===== src/rtl/wifi_tx_conv_encoder_pkg.sv =====
// ============================================================================
// Module   : wifi_tx_conv_encoder_pkg
// Brief    : Shared constants for the WIFI TX K=7 rate-1/2 convolutional encoder.
// Revision : 1.0 - initial release
// ============================================================================
`default_nettype none

package wifi_tx_conv_encoder_pkg;

    localparam int         c_K        = 7;
    localparam logic [6:0] c_G0       = 7'o133;
    localparam logic [6:0] c_G1       = 7'o171;
    localparam int         c_TAIL_LEN = c_K - 1;

    localparam logic [2:0] c_ST_IDLE   = 3'd0;
    localparam logic [2:0] c_ST_RUN    = 3'd1;
    localparam logic [2:0] c_ST_EMIT_B = 3'd2;
    localparam logic [2:0] c_ST_TAIL   = 3'd3;
    localparam logic [2:0] c_ST_DONE   = 3'd4;

    // Window MSB is the current input bit, LSB the oldest history bit.
    function automatic logic tap_parity(input logic [6:0] taps, input logic [6:0] win);
        return ^(taps & win);
    endfunction

endpackage

`default_nettype wire


===== src/rtl/wifi_tx_conv_core.sv =====
// ============================================================================
// Module   : wifi_tx_conv_core
// Brief    : Combinational K=7 generator pair; produces coded bits A and B.
// Revision : 1.0 - initial release
// ============================================================================
`default_nettype none

module wifi_tx_conv_core
    import wifi_tx_conv_encoder_pkg::*;
(
    input  logic       i_d,
    input  logic [5:0] i_sr,
    output logic       o_a,
    output logic       o_b
);

    logic [6:0] w_win;

    assign w_win = {i_d, i_sr[0], i_sr[1], i_sr[2], i_sr[3], i_sr[4], i_sr[5]};
    assign o_a   = tap_parity(c_G0, w_win);
    assign o_b   = tap_parity(c_G1, w_win);

endmodule

`default_nettype wire


===== src/rtl/wifi_tx_conv_encoder.sv =====
// ============================================================================
// Module   : wifi_tx_conv_encoder
// Brief    : Rate-1/2 K=7 convolutional encoder, serial A,B output with zero tail.
// Revision : 1.0 - initial release
// ============================================================================
`default_nettype none

module wifi_tx_conv_encoder
    import wifi_tx_conv_encoder_pkg::*;
#(
    parameter int TAIL_EN  = 1,
    parameter int TAIL_LEN = c_TAIL_LEN
) (
    input  logic clk,
    input  logic reset,
    input  logic enable,
    input  logic valid_in,
    input  logic data_in,
    output logic ready_in,
    output logic valid_out,
    output logic data_out,
    output logic finished
);

    localparam int c_CNT_W = (TAIL_LEN > 1) ? $clog2(TAIL_LEN) : 1;

    logic [2:0]         r_state_q,    w_state_d;
    logic [5:0]         r_sr_q,       w_sr_d;
    logic               r_b_hold_q,   w_b_hold_d;
    logic [c_CNT_W-1:0] r_tail_cnt_q, w_tail_cnt_d;
    logic               r_ph_q,       w_ph_d;
    logic               r_valid_q,    w_valid_d;
    logic               r_data_q,     w_data_d;
    logic               r_fin_q,      w_fin_d;
    logic               w_d, w_a, w_b;

    // The tail path reuses the same generator logic with a forced zero input.
    assign w_d = (r_state_q == c_ST_TAIL) ? 1'b0 : data_in;

    wifi_tx_conv_core u_core (
        .i_d  (w_d),
        .i_sr (r_sr_q),
        .o_a  (w_a),
        .o_b  (w_b)
    );

    assign ready_in  = (r_state_q == c_ST_RUN) && enable;
    assign valid_out = r_valid_q;
    assign data_out  = r_data_q;
    assign finished  = r_fin_q;

    always_comb begin
        w_state_d    = r_state_q;
        w_sr_d       = r_sr_q;
        w_b_hold_d   = r_b_hold_q;
        w_tail_cnt_d = r_tail_cnt_q;
        w_ph_d       = r_ph_q;
        w_valid_d    = 1'b0;
        w_data_d     = r_data_q;
        w_fin_d      = 1'b0;
        case (r_state_q)
            c_ST_IDLE: begin
                if (enable) begin
                    w_sr_d    = '0;
                    w_state_d = c_ST_RUN;
                end
            end
            c_ST_RUN: begin
                if (!enable) begin
                    w_tail_cnt_d = '0;
                    w_ph_d       = 1'b0;
                    w_state_d    = (TAIL_EN != 0) ? c_ST_TAIL : c_ST_DONE;
                end else if (valid_in) begin
                    w_sr_d     = {r_sr_q[4:0], w_d};
                    w_data_d   = w_a;
                    w_valid_d  = 1'b1;
                    w_b_hold_d = w_b;
                    w_state_d  = c_ST_EMIT_B;
                end
            end
            c_ST_EMIT_B: begin
                w_data_d  = r_b_hold_q;
                w_valid_d = 1'b1;
                w_state_d = c_ST_RUN;
            end
            c_ST_TAIL: begin
                w_valid_d = 1'b1;
                if (!r_ph_q) begin
                    w_data_d   = w_a;
                    w_b_hold_d = w_b;
                    w_sr_d     = {r_sr_q[4:0], w_d};
                    w_ph_d     = 1'b1;
                end else begin
                    w_data_d = r_b_hold_q;
                    w_ph_d   = 1'b0;
                    if (r_tail_cnt_q == c_CNT_W'(TAIL_LEN - 1)) begin
                        w_state_d = c_ST_DONE;
                    end else begin
                        w_tail_cnt_d = r_tail_cnt_q + c_CNT_W'(1);
                    end
                end
            end
            c_ST_DONE: begin
                w_fin_d   = 1'b1;
                w_state_d = c_ST_IDLE;
            end
            default: begin
                w_state_d = c_ST_IDLE;
            end
        endcase
    end

    always_ff @(posedge clk) begin
        if (reset) begin
            r_state_q    <= c_ST_IDLE;
            r_sr_q       <= '0;
            r_b_hold_q   <= 1'b0;
            r_tail_cnt_q <= '0;
            r_ph_q       <= 1'b0;
            r_valid_q    <= 1'b0;
            r_data_q     <= 1'b0;
            r_fin_q      <= 1'b0;
        end else begin
            r_state_q    <= w_state_d;
            r_sr_q       <= w_sr_d;
            r_b_hold_q   <= w_b_hold_d;
            r_tail_cnt_q <= w_tail_cnt_d;
            r_ph_q       <= w_ph_d;
            r_valid_q    <= w_valid_d;
            r_data_q     <= w_data_d;
            r_fin_q      <= w_fin_d;
        end
    end

endmodule

`default_nettype wire


===== config.mk =====
export PLATFORM = sky130hd
export DESIGN_NAME = wifi_tx_conv_encoder
export DESIGN_NICKNAME = d
export VERILOG_FILES = /design/src/rtl/wifi_tx_conv_encoder_pkg.sv /design/src/rtl/wifi_tx_conv_core.sv /design/src/rtl/wifi_tx_conv_encoder.sv
export SDC_FILE = /design/constraint.sdc
export NUM_CORES = 1
export LEC_CHECK = 0
export BUFFER_PORTS_ARGS = -buffer_cell sky130_fd_sc_hd__buf_2
export CAP_MARGIN = 5
export CORE_UTILIZATION = 60
export CTS_CLUSTER_DIAMETER = 50
export CTS_CLUSTER_SIZE = 30
export DETAILED_ROUTE_END_ITERATION = 8
export GPL_TIMING_DRIVEN = 0
export PLACE_DENSITY = 0.81
export SLEW_MARGIN = 30
export SYNTH_ARGS = -nofsm -noshare
export SYNTH_HDL_FRONTEND = slang
export SYNTH_SLANG_ARGS = --single-unit

===== constraint.sdc =====
create_clock -name clk -period 2.9 [get_ports clk]
set_input_delay 0.29 -clock clk [delete_from_list [all_inputs] [get_ports clk]]
set_output_delay 0.29 -clock clk [all_outputs]
set_load 0.005 [all_outputs]

==> out/metrics.csv, run 1 <==
metric,value,unit
stdcell_count,129,
clkSlewWorstSetupHoldPaths,0.10,ns
whs_path_depth,3,
synth_ff_type,dfxtp_1,
fmax,0.610,GHz
synth_top_area_share,37.1,%
tns,0,ns
htreeDepth,1,
critPathLaunchType,flip-flop,
layout-drive-gt1-share,11.4,%
synth_area_leaders,"dfxtp_1 (37%), nand4b_1 (5.7%), a21oi_1 (4.9%)",
drtIter0Drc,34,
syn_area_per_cell,8.83,um^2
gp_congestion,0.877,
grtUsageTotal,27.1,%
numCtsBuffers,3,
r2r_setup_slack,1.30,ns
grt_first_pass_wirelength,2910,um
hold_path_class,input port to flip-flop,
initial_utilization,67.2,%
synth_edf_count,0,
r2r_cells,5,
outcome,finished clean,
power,0.449,mW
cts_resized,0,
cts_hold_buf,0,
timing.slew.headroom,65.8,%
vias,827,
dp_cells,125,
netlist_area,918,um^2
synth_nets,111,
crit_fanout,8,
synthArstFlopShare,0,%
dr.pass1.iters,5,
ys_seq_area_share,37.1,%
layout_commonest_cell,dfxtp_1,
finalCritPeriodShare,56.5,%
yosysWarnings,0,
postSynthCellCount,104,
rsz0062_at_grt,no,
syn2layout_area_growth,8.17,%
final.min_clock_period,1.64,ns
grt_pass1_vias,666,
fp.dieH,41.1,um
regToRegStartpoint,r_state_q[1],
grt_max_degree,11,
antenna_found_initial,0,
grt_overflow_total,0,
crit_start,r_state_q[0],
synth.largest_area_cell,dfxtp_1,
post_cts_buffers,0,
reg2reg_to,r_b_hold_q,
diodes,0,
fin_skew,0.00267,ns
final_cell_mix,"dfxtp_1 (17), a21oi_1 (9), buf_2 (7), o21ai_0 (7)",
synth.distinct_cells,38,
routed_wl,1930,um
use_met3,6.52,%
cts_tree,done,
cts_root_buf,clkbuf_4,
p_leak,0.368,nW
fp-row-count,13,
grt_util_met1,35.4,%
met2_usage,41.8,%
dp_hpwl,1340,um
hold_slack,0.314,ns
via_per_inst,6.41,
cts_sinks,17,
drv_slew,0,
finalSetupViolations,0,
power_density,452,mW/mm^2
detail_route.wl_per_cell,15.0,um
crit_type,flip-flop to output pin,
cap_violations,0,
io_buffers,6,
coreArea,0.00137,mm^2
fillers,113,
nets,122,
cp.required,2.61,ns
die-area,0.00169,mm^2
worstMarginPinSlew,0.513,ns
drcViolationCount,0,
clock_path_buffers,2,
clk_latency,0.29,ns
drtAntennaViolNets,0,
ir_worst_vdd,0.330,mV
dieWidth,41.1,um
ys_ff_latch,17,
crit_path_end,ready_in,
ioPinCount,9,
grt.busiest_layer,met2,
critPathCaptureType,output pin,
hold_violations,0,
worst_ep_arrival_time,1.35,ns
[power breakdown]
| part | leakage, nW | internal (mW) | switching (mW) |
|---|---|---|---|
| Sequential | 0.138 | 0.240 | 0.00667 |
| Clock | 0.0150 | 0.0536 | 0.0745 |
| Combinational | 0.215 | 0.0289 | 0.0447 |
| Total | 0.368 | 0.323 | 0.126 |
[cell type report]
cell class	count	area, um^2	share of cell area [%]
repair buffers	6	30.0	3.02
inverters	2	7.51	0.756
flip-flops and latches	17	340	34.3
well taps	15	18.8	1.89
plain buffers	7	31.3	3.15
multi-input cells	78	539	54.3
clock buffers	4	26.3	2.64
[state kept, by name, summed over array words and instances (netlist names)]
| register | flops |
|---|---|
| r_tail_cnt_q | 3 |
| r_ph_q | 1 |
| finished | 1 |
| r_state_q | 3 |
| valid_out | 1 |
| data_out | 1 |
| r_b_hold_q | 1 |
| r_sr_q | 6 |
[cell families after synthesis]
group / after synthesis / share of synthesized area (%)
fa+ha+maj: 2 / 2.72
xor+xnor: 4 / 5.31
flops: 17 / 37.1
mux: 2 / 2.32
compound gates: 29 / 19.5
simple gates: 41 / 28.9
buf+inv: 9 / 4.22
[synthesized netlist by cell type, types with 3 or more instances]
cell       n
a21oi_1    9
nor3_1     5
nor2_1     6
nand4b_1   6
a31oi_1    3
dfxtp_1   17
a21o_1     3
clkbuf_1   5
nand3_1    3
xor2_1     3
o21ai_0    7
nand3b_1   3
nand2b_1   3
[critical path: stages (launching register included)]
cell and delay, ns:
dfxtp_1 0.47, nand2b_2 0.13, nor2_1 0.19, and2_1 0.16, buf_2 0.11
[worst min path at each step]
stage,from,to,slack [ns]
floorplan,r_b_hold_q,r_b_hold_q,0.44
global placement,r_b_hold_q,r_b_hold_q,0.45
detailed placement,r_b_hold_q,r_b_hold_q,0.46
CTS,data_in,r_sr_q[0],0.31
global route,data_in,r_sr_q[0],0.33
finish,data_in,r_sr_q[0],0.31
[metal layers]
metal | wire length [um] | part of all wire [%]
met2 | 878 | 46
met4 | 37 | 1.9
met1 | 936 | 49
met3 | 76 | 3.9
met5 | 0 | 0
[stage by stage]
| stage | setup WS (ns) | area (um^2) | utilization [%] |
|---|---|---|---|
| 5_1_grt | 1.18 | 993 | 72.7 |
| 3_5_place_dp | 1.35 | 967 | 70.8 |
| 6_report | 1.26 | 993 | 72.7 |
| 3_3_place_gp | 1.39 | 967 | 70.8 |
| 4_1_cts | 1.26 | 993 | 72.7 |
| 2_1_floorplan | 1.49 | 918 | - |
(Power assumes the default switching activity.)
==> run 2: changes to the inputs <==
Settings changed: CORE_UTILIZATION 60 to 56, PLACE_DENSITY 0.81 to 0.76.
Clock period 2.9 ns to 1.69 ns, I/O delays scaled along.
==> run 2 against run 1 <==
  * Utilization is 6.5 points lower
  * Cell count rose by 2.3%
  * Worst hold slack got worse by 0.12 ns
  * Critical path type is now flip-flop to flip-flop
==> out/metrics.csv, run 2 (same netlist as run 1, synthesis figures left out) <==
metric,value,unit,change
outcome,finished clean,,
drtAntennaViolNets,0,,unchanged
cp.required,1.92,ns,-0.69 ns
top_register,r_sr_q,,
worstMarginPinSlew,0.492,ns,-0.0215 ns
regToRegStartpoint,r_state_q[0],,
fin_util,66.3,%,-6.5 points
largest_reg_flops,6,,unchanged
drv_slew,0,,unchanged
nets,124,,+1.6%
clock_path_buffers,2,,unchanged
antenna_found_initial,0,,unchanged
layout_setup_ws,0.118,ns,-1.14 ns
crit_path_end,r_b_hold_q,,
grt_overflow_total,0,,unchanged
cts_tree,done,,
switchingPower,0.224,mW,+78%
reg2reg_to,r_b_hold_q,,
fin_skew,0.00902,ns,+0.00635 ns
via_per_inst,6.41,,about the same
worst_ep_arrival_time,1.80,ns,+0.45 ns
final.min_clock_period,1.57,ns,
dieWidth,42.5,um,+3.3%
intPower,0.556,mW,+72%
syn2layout_area_growth,9.95,%,
power_frac_seq,54.5,%,-0.6 points
crit_type,flip-flop to flip-flop,,
clk_latency,0.30,ns,about the same
power_density,772,mW/mm^2,+71%
crit_fanout,8,,unchanged
layout-drive-gt1-share,12.9,%,+1.5 points
numCtsBuffers,3,,unchanged
fmax,0.636,GHz,
critPathCaptureType,flip-flop,,
timing.slew.headroom,67.2,%,+1.4 points
io_buffers,6,,unchanged
crit_start,r_state_q[0],,
ir_worst_vdd,0.376,mV,+14%
finalSetupViolations,0,,unchanged
rsz0062_at_grt,no,,
tns,0,ns,unchanged
dp_slack,0.166,ns,-1.19 ns
cts_resized,0,,unchanged
detail_route.wl_per_cell,14.9,um,-0.55%
finalCritPeriodShare,93.0,%,
hold_path_class,input port to flip-flop,,
post_cts_buffers,0,,unchanged
routed_wl,1960,um,+1.8%
power,0.780,mW,+74%
cts_hold_buf,0,,unchanged
drtIter0Drc,22,,-35%
fp.dieH,42.5,um,+3.3%
coreArea,0.00152,mm^2,+12%
p_comb_share,16.5,%,about the same
clkSlewWorstSetupHoldPaths,0.11,ns,about the same
reg.largest.list,"r_sr_q: 6 flops, r_state_q: 3 flops, r_tail_cnt_q: 3 flops",,
grt_first_pass_wirelength,3350,um,+15%
gp_congestion,0.852,,-2.8%
cap_violations,0,,unchanged
dp_hpwl,1350,um,+0.23%
swShare,28.7,%,+0.61 points
grt_max_degree,11,,unchanged
layout_commonest_cell,dfxtp_1,,
r2r_cells,4,,-1
grtUsageTotal,23.9,%,-3.1 points
dr.pass1.iters,4,,-1
critPathLaunchType,flip-flop,,
grt_pass1_vias,744,,+12%
vias,846,,+2.3%
p_leak,0.377,nW,+2.3%
drcViolationCount,0,,unchanged
r2r_setup_slack,0.12,ns,-1.18 ns
cts_root_buf,clkbuf_4,,
fp-row-count,14,,+1
hold_violations,0,,unchanged
pwr-share-clk,29.0,%,+0.5 points
ioPinCount,9,,unchanged
final_cell_mix,"dfxtp_1 (17), a21oi_1 (9), buf_2 (7), o21ai_0 (7)",,
cts_sinks,17,,unchanged
diodes,0,,unchanged
die-area,0.00181,mm^2,+6.8%
initial_utilization,60.3,%,-7.0 points
htreeDepth,1,,unchanged
[run 2: per-stage QoR]
step	cell area [um^2]	cells	hold WS, ns
floorplan	918	104	0.338
global placement	968	126	0.456
detailed placement	968	126	0.465
CTS	995	130	0.193
global route	1010	132	0.207
finish	1010	132	0.192
[run 2: layout make-up]
class | count | area [um^2]
Multi-Input combinational cell | 78 | 539
Tap cell | 16 | 20.0
Inverter | 2 | 7.51
Timing Repair Buffer | 8 | 45.0
Sequential cell | 17 | 340
Buffer | 7 | 31.3
Clock buffer | 4 | 26.3
Fill cell | 133 | 514
[run 2: layer usage]
layer	share of wire (%)	vias to the layer above	wire [um]	GRT usage (%)
met3	4.5	5	88	2.59
li1	-	414	-	-
met2	45	28	880	36.0
met5	0	-	0	0
met1	49	399	962	34.9
met4	1.6	0	32	9.38
[run 2: worst min path at each step]
stage,to,startpoint,depth (start not counted)
after floorplan,r_sr_q[0],data_in,2
after global routing,r_sr_q[0],data_in,3
after CTS,r_sr_q[0],data_in,3
after detailed placement,r_b_hold_q,r_b_hold_q,2
final,r_sr_q[0],data_in,3
after global placement,r_b_hold_q,r_b_hold_q,2
[run 2: worst max-delay path, cell delays in order (launching register included)]
cell and delay (ns):
dfxtp_1 0.50, nand2b_2 0.14, a21o_1 0.18, or4_1 0.52, a31oi_1 0.16
[run 2: power by group through the flow]
stage / logic [mW] / registers (mW) / clock network (mW)
floorplan: 0.0921 / 0.431 / 0
global placement: 0.121 / 0.433 / 0
detailed placement: 0.123 / 0.434 / 0
CTS: 0.124 / 0.425 / 0.225
global route: 0.142 / 0.427 / 0.241
finish: 0.128 / 0.425 / 0.226
